**src/rtl/ysyx_040729_pkg.sv**
```systemverilog
// ---------------------------------------------------------------------------
// ysyx_040729_pkg
//   Constants and types shared by the IFU and IDU of the ysyx_040729 core:
//   default datapath widths, the reset fetch address, the canonical nop
//   encoding (addi x0, x0, 0) and the 2-bit IFU state encoding.
// ---------------------------------------------------------------------------
package ysyx_040729_pkg;

  localparam int          DEF_INST_WIDTH = 32;
  localparam int          DEF_ADDR_WIDTH = 64;
  localparam logic [63:0] DEF_RESET_PC   = 64'h0000_0000_8000_0000;
  localparam logic [31:0] NOP_INST       = 32'h0000_0013;

  typedef enum logic [1:0] {
    S_IDLE = 2'd0,  // one bubble after reset release
    S_REQ  = 2'd1,  // presenting a read request to instruction memory
    S_WAIT = 2'd2,  // request accepted, waiting for the response pulse
    S_HOLD = 2'd3   // {if_pc, if_inst} valid, waiting for the decoder
  } ifu_state_e;

endpackage

```
**src/rtl/ysyx_040729_reg.sv**
```systemverilog
// ---------------------------------------------------------------------------
// ysyx_040729_reg
//   Generic register cell used for datapath state across the core.
//   Synchronous active-low reset to RESET_VAL; loads din when wen is high.
// Ports
//   clk    in   1      clock
//   rst_n  in   1      synchronous active-low reset
//   wen    in   1      write enable
//   din    in   WIDTH  next value
//   dout   out  WIDTH  registered value
// ---------------------------------------------------------------------------
module ysyx_040729_reg #(
  parameter int               WIDTH     = 1,
  parameter logic [WIDTH-1:0] RESET_VAL = '0
) (
  input  logic             clk,
  input  logic             rst_n,
  input  logic             wen,
  input  logic [WIDTH-1:0] din,
  output logic [WIDTH-1:0] dout
);

  // NOTE: state is written with <= so every flop samples the pre-edge values;
  // a blocking = here would let later logic in the same block see the new value.
  always_ff @(posedge clk) begin
    if (!rst_n) begin
      dout <= RESET_VAL;
    end else if (wen) begin
      dout <= din;
    end
  end

endmodule

```
**src/rtl/ysyx_040729_ifu_fetch.sv**
```systemverilog
// ---------------------------------------------------------------------------
// ysyx_040729_ifu_fetch
//   Instruction fetch stage in front of the IDU. Keeps the PC, issues one
//   instruction-memory read at a time and hands {pc, inst} to the decoder
//   over a valid/ready handshake. Redirects from EXU/CSR restart fetch at a
//   new PC and squash any wrong-path instruction, including a response that
//   is still in flight (tracked by the drop flag).
//
// Configuration macro: YSYX_040729_IFU_MISALIGN_CHECK_EN
//   defined   : a redirect to a PC with [1:0] != 0 issues no memory read; the
//               stage presents a nop with if_misalign=1 at that PC instead.
//   undefined : if_misalign is tied 0 and every PC load is forced to a
//               4-byte boundary.
//
// Ports
//   clk, rst_n        clock, synchronous active-low reset
//   imem_req_*        read request (valid/ready, addr)
//   imem_resp_*       read response (one valid pulse per accepted request)
//   redirect_valid/pc flush and restart fetch at redirect_pc
//   if_valid/ready    handshake toward the decoder
//   if_pc, if_inst    instruction and its PC
//   if_misalign       if_inst is a substituted nop for a misaligned fetch
// ---------------------------------------------------------------------------
module ysyx_040729_ifu_fetch
  import ysyx_040729_pkg::*;
#(
  parameter int                INST_WIDTH = DEF_INST_WIDTH,
  parameter int                ADDR_WIDTH = DEF_ADDR_WIDTH,
  parameter logic [63:0]       RESET_PC   = DEF_RESET_PC
) (
  input  logic                  clk,
  input  logic                  rst_n,
  output logic                  imem_req_valid,
  input  logic                  imem_req_ready,
  output logic [ADDR_WIDTH-1:0] imem_req_addr,
  input  logic                  imem_resp_valid,
  input  logic [INST_WIDTH-1:0] imem_resp_data,
  input  logic                  redirect_valid,
  input  logic [ADDR_WIDTH-1:0] redirect_pc,
  output logic                  if_valid,
  input  logic                  if_ready,
  output logic [ADDR_WIDTH-1:0] if_pc,
  output logic [INST_WIDTH-1:0] if_inst,
  output logic                  if_misalign
);

  localparam logic [ADDR_WIDTH-1:0] PC_STEP    = ADDR_WIDTH'(4);
  localparam logic [ADDR_WIDTH-1:0] ALIGN_MASK = ~ADDR_WIDTH'(3);

  ifu_state_e state_q, state_d;
  logic       drop_q, drop_d;
  logic       if_valid_d;
  logic       req_valid_d;

  logic                  pc_wen;
  logic [ADDR_WIDTH-1:0] pc_q, pc_d;
  logic                  out_wen;
  logic [ADDR_WIDTH-1:0] if_pc_d;
  logic [INST_WIDTH-1:0] if_inst_d;
  logic                  if_misalign_d;

  logic req_fire;
  logic inflight;
  logic inflight_after;
  logic redirect_bad;

  // Value actually written into the PC register on any load.
  function automatic logic [ADDR_WIDTH-1:0] pc_fix(input logic [ADDR_WIDTH-1:0] pc_in);
`ifdef YSYX_040729_IFU_MISALIGN_CHECK_EN
    // Misaligned targets are kept verbatim so the trap PC and the +4
    // continuation after the substituted nop both refer to the original target.
    return pc_in;
`else
    return pc_in & ALIGN_MASK;
`endif
  endfunction

`ifdef YSYX_040729_IFU_MISALIGN_CHECK_EN
  assign redirect_bad = redirect_valid && (redirect_pc[1:0] != 2'b00);
`else
  assign redirect_bad = 1'b0;
`endif

  assign req_fire = imem_req_valid && imem_req_ready;

  // A read is outstanding if we are waiting for it, or an earlier one was
  // squashed and its response has not shown up yet.
  assign inflight       = (state_q == S_WAIT) || drop_q;
  // Still outstanding after this edge: a request accepted now, or the current
  // one if its response does not arrive this cycle.
  assign inflight_after = req_fire || (inflight && !imem_resp_valid);

  assign imem_req_addr = pc_q;

  // NOTE: every signal driven here gets a default at the top, so no path
  // through the case/if tree can leave one unassigned and infer a latch.
  always_comb begin
    state_d       = state_q;
    drop_d        = drop_q;
    if_valid_d    = if_valid;
    pc_wen        = 1'b0;
    pc_d          = pc_q;
    out_wen       = 1'b0;
    if_pc_d       = if_pc;
    if_inst_d     = if_inst;
    if_misalign_d = if_misalign;

    if (state_q == S_IDLE) begin
      state_d = S_REQ;
    end else if (redirect_valid) begin
      // Redirect outranks everything: load the target and squash whatever
      // the stage holds. A request already accepted must have its response
      // swallowed, so drop follows whether one remains outstanding.
      pc_wen = 1'b1;
      pc_d   = pc_fix(redirect_pc);
      drop_d = inflight_after;
      if (redirect_bad) begin
        state_d       = S_HOLD;
        if_valid_d    = 1'b1;
        out_wen       = 1'b1;
        if_pc_d       = redirect_pc;
        if_inst_d     = INST_WIDTH'(NOP_INST);
        if_misalign_d = 1'b1;
      end else begin
        // Wait out an in-flight read before issuing the new one so that at
        // most one request is ever outstanding.
        state_d       = inflight_after ? S_WAIT : S_REQ;
        if_valid_d    = 1'b0;
        if_misalign_d = 1'b0;
      end
    end else begin
      // A squashed response can only arrive outside S_WAIT when a misaligned
      // redirect moved us to S_HOLD with a read in flight.
      if (drop_q && imem_resp_valid) begin
        drop_d = 1'b0;
      end
      case (state_q)
        S_REQ: begin
          if (req_fire) begin
            state_d = S_WAIT;
          end
        end
        S_WAIT: begin
          if (imem_resp_valid) begin
            if (drop_q) begin
              state_d = S_REQ;  // pc already holds the redirect target
            end else begin
              state_d       = S_HOLD;
              if_valid_d    = 1'b1;
              out_wen       = 1'b1;
              if_pc_d       = pc_q;
              if_inst_d     = imem_resp_data;
              if_misalign_d = 1'b0;
            end
          end
        end
        S_HOLD: begin
          if (if_ready) begin
            pc_wen        = 1'b1;
            pc_d          = pc_fix(pc_q + PC_STEP);
            if_valid_d    = 1'b0;
            if_misalign_d = 1'b0;
            state_d       = S_REQ;
          end
        end
        default: ;
      endcase
    end

    // Request valid is registered; it is held off while a squashed read is
    // still outstanding.
    req_valid_d = (state_d == S_REQ) && !drop_d;
  end

  always_ff @(posedge clk) begin
    if (!rst_n) begin
      state_q        <= S_IDLE;
      drop_q         <= 1'b0;
      if_valid       <= 1'b0;
      imem_req_valid <= 1'b0;
    end else begin
      state_q        <= state_d;
      drop_q         <= drop_d;
      if_valid       <= if_valid_d;
      imem_req_valid <= req_valid_d;
    end
  end

  ysyx_040729_reg #(
    .WIDTH     (ADDR_WIDTH),
    .RESET_VAL (ADDR_WIDTH'(RESET_PC))
  ) u_pc_reg (
    .clk   (clk),
    .rst_n (rst_n),
    .wen   (pc_wen),
    .din   (pc_d),
    .dout  (pc_q)
  );

  ysyx_040729_reg #(
    .WIDTH     (ADDR_WIDTH),
    .RESET_VAL ('0)
  ) u_if_pc_reg (
    .clk   (clk),
    .rst_n (rst_n),
    .wen   (out_wen),
    .din   (if_pc_d),
    .dout  (if_pc)
  );

  ysyx_040729_reg #(
    .WIDTH     (INST_WIDTH),
    .RESET_VAL ('0)
  ) u_if_inst_reg (
    .clk   (clk),
    .rst_n (rst_n),
    .wen   (out_wen),
    .din   (if_inst_d),
    .dout  (if_inst)
  );

  ysyx_040729_reg #(
    .WIDTH     (1),
    .RESET_VAL (1'b0)
  ) u_if_misalign_reg (
    .clk   (clk),
    .rst_n (rst_n),
    .wen   (1'b1),
    .din   (if_misalign_d),
    .dout  (if_misalign)
  );

endmodule
```
**config.mk**
```make
export PLATFORM = sky130hd
export DESIGN_NAME = ysyx_040729_ifu_fetch
export DESIGN_NICKNAME = d
export VERILOG_FILES = /design/src/rtl/ysyx_040729_pkg.sv /design/src/rtl/ysyx_040729_reg.sv /design/src/rtl/ysyx_040729_ifu_fetch.sv
export SDC_FILE = /design/constraint.sdc
export NUM_CORES = 1
export LEC_CHECK = 0
export BUFFER_PORTS_ARGS = -buffer_cell sky130_fd_sc_hd__buf_4
export CORE_ASPECT_RATIO = 2
export CORE_MARGIN = 2
export CORE_UTILIZATION = 50
export CTS_CLUSTER_DIAMETER = 120
export DETAILED_ROUTE_END_ITERATION = 10
export PLACE_DENSITY_LB_ADDON = 0.15
export SYNTH_ARGS = -nofsm -noshare
export SYNTH_HDL_FRONTEND = slang
export SYNTH_HIERARCHICAL = 1
export SYNTH_SLANG_ARGS = --single-unit
```
**constraint.sdc**
```tcl
create_clock -name clk -period 4.15 [get_ports clk]
set_clock_uncertainty 0.15 [all_clocks]
set_input_delay 1.245 -clock clk [delete_from_list [all_inputs] [get_ports clk]]
set_output_delay 1.245 -clock clk [all_outputs]
set_load 0.01 [all_outputs]
```
==> impl_table.tex, run 1 <==
\begin{tabular}{lr}
\hline
Metric & Value \\
\hline
\multicolumn{2}{l}{\textbf{Yosys}} \\
\quad Basic-gate share of the synthesized area counting and, or, nand and nor cells & approximately 21\% \\
\quad Main synth FF type & sky130\_fd\_sc\_hd\_\_dfxtp\_1 \\
\quad Netlist area before placement & 10000 um2 \\
\quad Number of warnings printed during yosys synthesis & 6 \\
\quad Distinct cells, synth & between 50 and 60 \\
\quad Synthesized instance count & 1065 \\
\quad Dominant cells by area after synthesis & sky130\_fd\_sc\_hd\_\_dfxtp\_1 (33\%), sky130\_fd\_sc\_hd\_\_mux2i\_1 (16\%), sky130\_fd\_sc\_hd\_\_mux2\_2 (11\%) \\
\quad Mean area per synthesized cell & around 9.4 um2 \\
\quad Top cells by count, synth & sky130\_fd\_sc\_hd\_\_dfxtp\_1 (166), sky130\_fd\_sc\_hd\_\_nor2b\_1 (165), sky130\_fd\_sc\_hd\_\_mux2i\_1 (164) \\
\quad Share of the synthesized area in compound gates (AO/OA/AOI/OAI) & between 7 and 8\% \\
\quad Most numerous cell in the Yosys netlist & sky130\_fd\_sc\_hd\_\_dfxtp\_1 \\
\quad Post-synthesis net count & between 1000 and 1500 \\
\quad Total of flip-flops plus latches after synthesis & 166 \\
\quad Share of the synthesized area in the top cell type & 33.1\% \\
\quad Multiplexer fraction of the synthesized cell area & between 20\% and 30\% \\
\quad Async SR Flop Fraction & 0\% \\
\quad Number of flops mapped to enable cells by yosys & 0 \\
\quad Portion of the post-synthesis area used by sequential elements & 33.1\% \\
\quad Parity-gate share of the synthesized area counting xor and xnor cells & about 4.8\% \\
\quad Dominant combinational cell family by area after synthesis & multiplexers \\
\quad Post-synthesis share of cell area spent on full adders, half adders and majority gates & less than 1\% \\
\quad Cell type contributing the most total cell area after synthesis & sky130\_fd\_sc\_hd\_\_dfxtp\_1 \\
\multicolumn{2}{l}{\textbf{Layout}} \\
\quad Share of post-route cells with drive strength above 1 & 32.7\% \\
\quad Final standard cell area without fillers & between 10000 and 15000 um2 \\
\quad Final core utilization & between 60\% and 70\% \\
\quad Syn-to-layout area delta & 24.9\% \\
\quad Total number of nets in the final design & about 1400 \\
\multicolumn{2}{l}{\textbf{Critical path}} \\
\quad Critical R2R Capture & u\_pc\_reg/dout[44] \\
\quad Bufs and invs on worst path & 1 \\
\quad Top fanout value on the critical path & 10 \\
\quad Worst setup path class & input pin to flip-flop \\
\quad Kind of end point of the critical path & flip-flop \\
\quad Cell repeated most along the worst path & sky130\_fd\_sc\_hd\_\_mux2i\_1 \\
\quad Worst R2R Start & u\_pc\_reg/dout[15] \\
\quad Ordered cell list for the critical path & buf\_4, nand3\_4, nor4\_2, nand4b\_1, nor4\_1, mux2i\_1, o221a\_2, mux2i\_1, nor2b\_1 \\
\quad Worst path top cell family by delay & simple AND/OR/NAND/NOR gates \\
\quad Stage delay of the slowest cell on the critical path & about 0.56 ns \\
\quad Sort of element at the start of the critical path & input pin \\
\quad Cell with the biggest individual delay on the critical path & sky130\_fd\_sc\_hd\_\_nor4\_2 \\
\quad R2R cell count & 8 \\
\quad Arrival time at the worst endpoint & roughly 3.3 ns \\
\quad Worst endpoint required time & between 4 and 5 ns \\
\quad Reg2reg setup slack & 1.28 ns \\
\multicolumn{2}{l}{\textbf{Routing}} \\
\quad Post-Route WL & 26.8 mm \\
\quad Detailed-route vias per instance & $\sim$5.6 \\
\quad Routed length per instance & roughly 17 um \\
\quad Total DRC errors in the routed layout & 0 \\
\quad Via count & around 8600 \\
\quad First-iteration detailed-routing DRC count & between 400 and 500 \\
\quad Iteration count of the initial detailed-routing pass & 5 \\
\quad Antenna-violating nets left & 0 \\
\multicolumn{2}{l}{\textbf{Status}} \\
\quad Status & completed \\
\multicolumn{2}{l}{\textbf{Worst hold path}} \\
\quad WHS Path Cells & 2 \\
\quad End point of the most critical hold path & u\_if\_pc\_reg/dout[27] \\
\quad Class of the worst hold path & flip-flop to flip-flop \\
\quad Launch instance of the worst min-delay path & u\_if\_pc\_reg/dout[27] \\
\multicolumn{2}{l}{\textbf{Clock network}} \\
\quad Clock root buffer & sky130\_fd\_sc\_hd\_\_clkbuf\_16 \\
\quad Clock-pin slew of the registers on the worst-case setup and hold paths & approximately 0.06 ns \\
\quad TritonCTS clock tree & built \\
\quad Number of buffers on the longest clock path & 2 \\
\quad Post-CTS setup buffer count & 0 \\
\quad Resize count post-CTS & 0 \\
\quad Total clock buffers created by CTS & 17 \\
\quad Clk\_lat worst skew & 0.43 ns \\
\quad Total of hold buffers inserted after clock tree synthesis & 0 \\
\quad Number of clock sinks seen by CTS & 166 \\
\quad Number of levels in the clock H-tree & 4 \\
\multicolumn{2}{l}{\textbf{Timing}} \\
\quad Pins over their slew limit & 0 \\
\quad Final worst path period share & around 73\% \\
\quad Slew at the pin closest to its max-slew limit & 0.794 ns \\
\quad Final setup viols & 0 \\
\quad Total negative slack for setup checks & 0 ns \\
\quad Worst-case headroom to the max-slew limit & $\sim$47\% \\
\quad Final worst hold slack & between 0.3 and 0.4 ns \\
\quad Time the final worst path needs with I/O delays and setup & about 3.0 ns \\
\quad Setup repair after global routing missed its margin & no \\
\quad Max frequency & $\sim$330 MHz \\
\quad Endpoints failing hold & 0 \\
\multicolumn{2}{l}{\textbf{Power and ir drop}} \\
\quad P per Cell Area & between 300 and 400 nW/um2 \\
\quad Power share of the clock group & between 40\% and 50\% \\
\quad Part of the total power dissipated in sequential elements & about 45\% \\
\quad Sw Share & a little over a quarter \\
\quad P\_leak & $\sim$4.7 nW \\
\quad Switching pwr & $\sim$0.0010 W \\
\quad Cell internal power dissipation & around 0.0028 W \\
\quad Combinational share of power & around 14\% \\
\quad Worst IR drop on VDD & 0.265 mV \\
\multicolumn{2}{l}{\textbf{Placement}} \\
\quad Placer Congestion & between 0.8 and 0.9 \\
\quad Placed Instance Area & 12000 um2 \\
\quad DP HPWL & 18.9 mm \\
\quad Port-buffer cells & around 260 \\
\multicolumn{2}{l}{\textbf{Global route}} \\
\quad Number of global-route vias before repair & around 8400 \\
\quad Global-route total usage across every layer & approximately 24\% \\
\quad Aggregate global routing overflow & 0 \\
\quad Antenna violations before repair & 1 \\
\quad Pin count of the biggest net entering global routing & about 110 \\
\quad Global-route wire length before repair & between 40 and 50 mm \\
\multicolumn{2}{l}{\textbf{Floorplanning}} \\
\quad Vertical extent of the die & approximately 200 um \\
\quad Row count & 73 \\
\quad Core Footprint & 19800 um2 \\
\quad Die footprint & about 21000 um2 \\
\quad Number of ports placed on the die boundary & around 270 \\
\quad Width of the chip & 104 um \\
\quad Starting utilization of the core area & approximately 51\% \\
\multicolumn{2}{l}{\textbf{Job}} \\
\quad Max-cap violation count & 0 \\
\hline
\end{tabular}
-- power groups by stage --
stage	Combinational (W)	Clock, W	Sequential, W
6_report	0.000531	0.00159	0.00171
5_1_grt	0.000574	0.00169	0.00172
3_5_place_dp	0.000530	0	0.00175
3_3_place_gp	0.000522	0	0.00174
4_1_cts	0.000532	0.00162	0.00171
2_1_floorplan	0.000350	0	0.00173
-- logic make-up after synthesis --
logic type | after synthesis
other cells | 1
mux | 260
fa+ha+maj | 1
flops | 166
buf+inv | 90
compound gates | 133
xor+xnor | 55
simple gates | 359
-- worst reg2reg max path: cells and delay by family (launching register included) --
family           cells  cell delay, ns
multiplexers         1            0.14
AO/OA/AOI/OAI        1            0.08
XOR/XNOR             1            0.17
AND/OR/NAND/NOR      5            1.68
flip-flops           1            0.55
-- sequential cells by signal, summed over array words and instances (netlist names) --
register / cells
u_if_pc_reg/dout: 64
u_pc_reg/dout: 64
u_if_inst_reg/dout: 32
state_q: 2
drop_q: 1
if_valid: 1
imem_req_valid: 1
u_if_misalign_reg/dout: 1
-- stage by stage --
step	worst slack, ns	power (W)	std cells
5_1_grt	0.926	0.00399	1552
4_1_cts	1.13	0.00386	1551
2_1_floorplan	1.12	0.00208	1065
6_report	1.10	0.00383	1552
3_3_place_gp	0.724	0.00227	1520
3_5_place_dp	0.674	0.00228	1520
-- cell type report --
type,instances,area (um2)
clock buffers,21,460
flip-flops and latches,166,3320
fillers,1756,7280
clock inverters,10,123
well taps,262,328
diodes,1,2.50
repair buffers,274,2110
multi-input cells,809,6160
inverters,9,35.0
-- worst max-delay path by stage --
stage	start	end	slack (ns)	cells past startpoint
after floorplan	redirect_valid	u_if_pc_reg/dout[10]	1.12	8
after global placement	if_ready	u_pc_reg/dout[44]	0.72	9
after detailed placement	if_ready	u_pc_reg/dout[49]	0.67	9
after CTS	if_ready	u_pc_reg/dout[62]	1.13	9
after global routing	if_ready	u_pc_reg/dout[25]	0.93	9
final	if_ready	u_pc_reg/dout[62]	1.10	9
-- cell usage in the layout, fill, tap and decap left out, drive strengths merged, types with 3 or more instances in the layout --
cell	netlist	final
mux2	96	96
xor2	16	16
a21oi	59	59
nor2b	165	165
xnor2	39	39
o21ai	5	5
nor2	31	31
nor4	20	20
clkinv	0	4
inv	9	10
nand2	42	42
clkinvlp	0	3
clkbuf	47	21
and3	10	10
dfxtp	166	166
and2	8	8
mux2i	164	164
nand3	31	31
buf	34	274
o22ai	57	57
nor3	16	16
nand4	23	23
-- metal layers --
metal  part of all wire, %  global-route usage [%]  wire [um]
met5                     0                       0          0
met3                   5.3                    5.01       1410
met4                   2.9                    10.7        770
met1                    38                    25.6      10200
met2                    54                    46.5      14400
No activity file was read; power rests on OpenSTA's default activity.
==> run 2, diff against run 1 <==
ABC_AREA = 1   (was unset)
clock period = 2.7 ns   (was 4.15 ns; I/O delays follow)
==> run 2 against run 1 <==
Compared with the run above:
- via count is 51% higher
- combinational power grew to 2.8 times the previous value
- design area is 15% higher
- total power is 79% higher
- register-to-register slack worse by 0.93 ns
==> impl_table.tex, run 2 <==
\begin{tabular}{lr}
\hline
Metric & Value \\
\hline
\multicolumn{2}{l}{\textbf{Status}} \\
\quad Status & completed (unchanged) \\
\multicolumn{2}{l}{\textbf{Routing}} \\
\quad Post-Route WL & 35.1 mm (was 26.8 mm) \\
\quad Via count & 13000 (was 8615) \\
\quad Met1 Wirelength & 14.9 mm (was 10.2 mm) \\
\quad Antenna-violating nets left & 0 (unchanged) \\
\quad Total met3 wirelength after detailed routing & 2.27 mm (was 1.41 mm) \\
\quad Uppermost metal layer occupied by signal nets & met4 (unchanged) \\
\quad Total DRC errors in the routed layout & 0 (unchanged) \\
\quad Iteration count of the initial detailed-routing pass & 6 (was 5) \\
\quad Detailed-route vias per instance & 4.91 (was 5.55) \\
\quad First-iteration detailed-routing DRC count & 1245 (was 403) \\
\quad Metal2 WL & 16.9 mm (was 14.4 mm) \\
\quad Routed length per instance & 13.3 um (was 17.3 um) \\
\multicolumn{2}{l}{\textbf{Critical path}} \\
\quad R2R cell count & 15 (was 8) \\
\quad Top fanout value on the critical path & 6 (was 10) \\
\quad Arrival time at the worst endpoint & 2.56 ns (was 3.26 ns) \\
\quad Kind of end point of the critical path & flip-flop (unchanged) \\
\quad Ordered cell list for the critical path & nand2\_1, nor2\_1, nand2\_1, nor2\_1, nand2\_1, nor2\_1, nand2\_1, nand2\_1, nand3\_1, nand2\_1, nand2\_1, inv\_1, nand2\_1, nand2\_1, nor2\_1 (was buf\_4, nand3\_4, nor4\_2, nand4b\_1, nor4\_1, mux2i\_1, o221a\_2, mux2i\_1, nor2b\_1) \\
\quad Cell with the biggest individual delay on the critical path & sky130\_fd\_sc\_hd\_\_dfxtp\_1 (was sky130\_fd\_sc\_hd\_\_nor4\_2) \\
\quad Worst R2R Start & u\_pc\_reg/dout[20] (was u\_pc\_reg/dout[15]) \\
\quad Worst setup path class & flip-flop to flip-flop (was input pin to flip-flop) \\
\quad Stage delay of the slowest cell on the critical path & 0.44 ns (was 0.56 ns) \\
\quad Cell repeated most along the worst path & sky130\_fd\_sc\_hd\_\_nand2\_1 (was sky130\_fd\_sc\_hd\_\_mux2i\_1) \\
\quad Critical R2R Capture & u\_pc\_reg/dout[54] (was u\_pc\_reg/dout[44]) \\
\quad Reg2reg setup slack & 0.35 ns (was 1.28 ns) \\
\quad Sort of element at the start of the critical path & flip-flop (was input pin) \\
\quad Worst endpoint required time & 2.90 ns (was 4.36 ns) \\
\multicolumn{2}{l}{\textbf{Worst hold path}} \\
\quad Launch instance of the worst min-delay path & u\_if\_inst\_reg/dout[3] (was u\_if\_pc\_reg/dout[27]) \\
\quad Class of the worst hold path & flip-flop to flip-flop (unchanged) \\
\quad WHS Path Cells & 2 (unchanged) \\
\quad End point of the most critical hold path & u\_if\_inst\_reg/dout[3] (was u\_if\_pc\_reg/dout[27]) \\
\multicolumn{2}{l}{\textbf{Layout}} \\
\quad Most frequent cells in the layout & sky130\_fd\_sc\_hd\_\_nand2\_1 (777), sky130\_fd\_sc\_hd\_\_nor2\_1 (497), sky130\_fd\_sc\_hd\_\_buf\_4 (300), sky130\_fd\_sc\_hd\_\_inv\_1 (259), sky130\_fd\_sc\_hd\_\_dfxtp\_1 (166) (was sky130\_fd\_sc\_hd\_\_buf\_4 (270), sky130\_fd\_sc\_hd\_\_dfxtp\_1 (166), sky130\_fd\_sc\_hd\_\_nor2b\_1 (165), sky130\_fd\_sc\_hd\_\_mux2i\_1 (164), sky130\_fd\_sc\_hd\_\_mux2\_2 (96)) \\
\quad Syn-to-layout area delta & 24.2\% (was 24.9\%) \\
\quad Final core utilization & 62.8\% (was 63.3\%) \\
\quad Registers with the highest flip-flop counts & u\_if\_pc\_reg/dout: 64 flops, u\_pc\_reg/dout: 64 flops, u\_if\_inst\_reg/dout: 32 flops (unchanged) \\
\quad Number of antenna repair diodes & 0 (was 1) \\
\quad Most common cell after layout, fill and taps aside & sky130\_fd\_sc\_hd\_\_nand2\_1 (was sky130\_fd\_sc\_hd\_\_buf\_4) \\
\quad Share of post-route cells with drive strength above 1 & 16.0\% (was 32.7\%) \\
\quad Final standard cell area without fillers & 14500 um2 (was 12500 um2) \\
\quad Total number of nets in the final design & 2460 (was 1380) \\
\multicolumn{2}{l}{\textbf{Placement}} \\
\quad Placed Instance Area & 13900 um2 (was 12000 um2) \\
\quad DP HPWL & 25.0 mm (was 18.9 mm) \\
\quad Port-buffer cells & 262 (unchanged) \\
\quad Placer Congestion & 0.966 (was 0.819) \\
\multicolumn{2}{l}{\textbf{Yosys}} \\
\quad Share of the synthesized area in the top cell type & 28.5\% (was 33.1\%) \\
\quad Cell type contributing the most total cell area after synthesis & sky130\_fd\_sc\_hd\_\_dfxtp\_1 (unchanged) \\
\quad Synthesized instance count & 2125 (was 1065) \\
\quad Distinct cells, synth & 46 (was 55) \\
\quad Mean area per synthesized cell & 5.48 um2 (was 9.43 um2) \\
\quad Number of warnings printed during yosys synthesis & 6 (unchanged) \\
\quad Portion of the post-synthesis area used by sequential elements & 28.5\% (was 33.1\%) \\
\quad Async SR Flop Fraction & 0\% (unchanged) \\
\quad Main synth FF type & sky130\_fd\_sc\_hd\_\_dfxtp\_1 (unchanged) \\
\quad Number of flops mapped to enable cells by yosys & 0 (unchanged) \\
\quad Most numerous cell in the Yosys netlist & sky130\_fd\_sc\_hd\_\_nand2\_1 (was sky130\_fd\_sc\_hd\_\_dfxtp\_1) \\
\quad Top cells by count, synth & sky130\_fd\_sc\_hd\_\_nand2\_1 (777), sky130\_fd\_sc\_hd\_\_nor2\_1 (497), sky130\_fd\_sc\_hd\_\_inv\_1 (260) (was sky130\_fd\_sc\_hd\_\_dfxtp\_1 (166), sky130\_fd\_sc\_hd\_\_nor2b\_1 (165), sky130\_fd\_sc\_hd\_\_mux2i\_1 (164)) \\
\quad Total of flip-flops plus latches after synthesis & 166 (unchanged) \\
\quad Dominant cells by area after synthesis & sky130\_fd\_sc\_hd\_\_dfxtp\_1 (29\%), sky130\_fd\_sc\_hd\_\_nand2\_1 (25\%), sky130\_fd\_sc\_hd\_\_nor2\_1 (16\%) (was sky130\_fd\_sc\_hd\_\_dfxtp\_1 (33\%), sky130\_fd\_sc\_hd\_\_mux2i\_1 (16\%), sky130\_fd\_sc\_hd\_\_mux2\_2 (11\%)) \\
\quad Netlist area before placement & 11600 um2 (was 10000 um2) \\
\multicolumn{2}{l}{\textbf{Clock network}} \\
\quad Total of hold buffers inserted after clock tree synthesis & 0 (unchanged) \\
\quad Number of buffers on the longest clock path & 2 (unchanged) \\
\quad Number of levels in the clock H-tree & 4 (unchanged) \\
\quad Clock root buffer & sky130\_fd\_sc\_hd\_\_clkbuf\_16 (unchanged) \\
\quad Total clock buffers created by CTS & 17 (unchanged) \\
\quad Number of clock sinks seen by CTS & 166 (unchanged) \\
\quad Clock-pin slew of the registers on the worst-case setup and hold paths & 0.06 ns (about the same) \\
\quad TritonCTS clock tree & built (unchanged) \\
\quad Clk\_lat worst skew & 0.46 ns (was 0.43 ns) \\
\quad Post-CTS setup buffer count & 0 (unchanged) \\
\quad Resize count post-CTS & 0 (unchanged) \\
\multicolumn{2}{l}{\textbf{Global route}} \\
\quad Number of global-route vias before repair & 11200 (was 8351) \\
\quad Aggregate global routing overflow & 0 (unchanged) \\
\quad Pin count of the biggest net entering global routing & 95 (was 111) \\
\quad Global-route wire length before repair & 56.0 mm (was 42.2 mm) \\
\quad Global-route total usage across every layer & 27.9\% (was 24.5\%) \\
\quad Antenna violations before repair & 0 (was 1) \\
\multicolumn{2}{l}{\textbf{Floorplanning}} \\
\quad Core Footprint & 23000 um2 (was 19800 um2) \\
\quad Vertical extent of the die & 220 um (was 204 um) \\
\quad Width of the chip & 112 um (was 104 um) \\
\quad Number of ports placed on the die boundary & 265 (unchanged) \\
\quad Row count & 79 (was 73) \\
\quad Starting utilization of the core area & 50.6\% (was 50.7\%) \\
\quad Die footprint & 24600 um2 (was 21300 um2) \\
\multicolumn{2}{l}{\textbf{Timing}} \\
\quad Final setup viols & 0 (unchanged) \\
\quad Setup repair after global routing missed its margin & no (unchanged) \\
\quad Pins over their slew limit & 0 (unchanged) \\
\quad Endpoints failing hold & 0 (unchanged) \\
\quad Worst-case headroom to the max-slew limit & 65.3\% (was 47.1\%) \\
\quad Final worst path period share & a little under 90\% \\
\quad Slew at the pin closest to its max-slew limit & 0.519 ns (was 0.794 ns) \\
\quad Time the final worst path needs with I/O delays and setup & 2.35 ns \\
\quad Total negative slack for setup checks & 0 ns (unchanged) \\
\quad Max frequency & between 400 and 500 MHz \\
\multicolumn{2}{l}{\textbf{Job}} \\
\quad Max-cap violation count & 0 (unchanged) \\
\multicolumn{2}{l}{\textbf{Power and ir drop}} \\
\quad Tot Pwr & 0.00684 W (was 0.00383 W) \\
\quad P per Cell Area & 473 nW/um2 (was 305 nW/um2) \\
\quad P\_leak & 6.63 nW (was 4.66 nW) \\
\quad Worst IR drop on VDD & 0.472 mV (was 0.265 mV) \\
\hline
\end{tabular}
-- run 2: cell types whose count changed in the layout (fill, tap and decap cells not counted), moves of 38 or more --
cell / previous run / this run
sky130_fd_sc_hd__nand3_1: 29 / 92
sky130_fd_sc_hd__inv_1: 7 / 259
sky130_fd_sc_hd__o22ai_1: 57 / 4
sky130_fd_sc_hd__xnor2_1: 39 / 1
sky130_fd_sc_hd__o21ai_0: 5 / 89
sky130_fd_sc_hd__mux2_2: 96 / 0
sky130_fd_sc_hd__nand2_1: 41 / 777
sky130_fd_sc_hd__mux2i_1: 164 / 0
sky130_fd_sc_hd__nor2b_1: 165 / 0
sky130_fd_sc_hd__nor2_1: 30 / 497
sky130_fd_sc_hd__a21oi_1: 59 / 13
-- run 2: cell type report --
cell class	instances	area, um2
clock buffers	22	464
clock inverters	9	150
fillers	2328	8560
inverters	265	1000
multi-input cells	1594	6660
flip-flops and latches	166	3320
well taps	283	354
repair buffers	313	2510
-- run 2: how the worst max path moves through the flow --
stage,slack [ns],to,startpoint,depth (start not counted)
detailed placement,0.20,u_pc_reg/dout[58],if_ready,17
CTS,0.35,u_pc_reg/dout[54],u_pc_reg/dout[20],15
global route,0.04,u_pc_reg/dout[54],u_pc_reg/dout[20],15
global placement,0.19,u_pc_reg/dout[58],if_ready,17
floorplan,0.43,u_if_pc_reg/dout[26],redirect_valid,8
finish,0.35,u_pc_reg/dout[54],u_pc_reg/dout[20],15
-- run 2: power breakdown --
part	total [W]	leakage, nW	internal, W	switching [W]
clock network	0.00262	0.296	0.00159	0.00103
logic	0.00148	4.98	0.000626	0.000858
registers	0.00274	1.35	0.00258	0.000165
total	0.00684	6.63	0.00479	0.00206
-- run 2: metrics by stage --
step	setup slack, ns	hold WS [ns]	cells
floorplan	0.433	0.352	2126
global placement	0.192	0.323	2621
detailed placement	0.201	0.326	2621
CTS	0.348	0.335	2652
global route	0.0370	0.353	2652
finish	0.348	0.333	2652
-- run 2: critical path: cells and delay by family, from the launching register on --
| family | cells | cell delay, ns |
|---|---|---|
| buf+inv | 1 | 0.04 |
| flops | 1 | 0.44 |
| simple gates | 14 | 1.60 |
-- run 2: cell families (layout without fill, tap and decap cells) --
logic type / after synthesis / count (layout) / share of synthesized area [%]
simple gates: 1442 / 1442 / 49.8
xor+xnor: 11 / 11 / 0.827
flops: 166 / 166 / 28.5
compound gates: 138 / 138 / 6.34
buf+inv: 366 / 609 / 14.4
other cells: 1 / 2 / 0.0322
fa+ha+maj: 1 / 1 / 0.107
-- run 2: routing by layer --
| layer | up-vias | GRT usage, % |
|---|---|---|
| li1 | 6848 | - |
| met1 | 5689 | 34.7 |
| met2 | 439 | 47.6 |
| met3 | 56 | 4.95 |
| met4 | 0 | 11.5 |
| met5 | - | 0 |
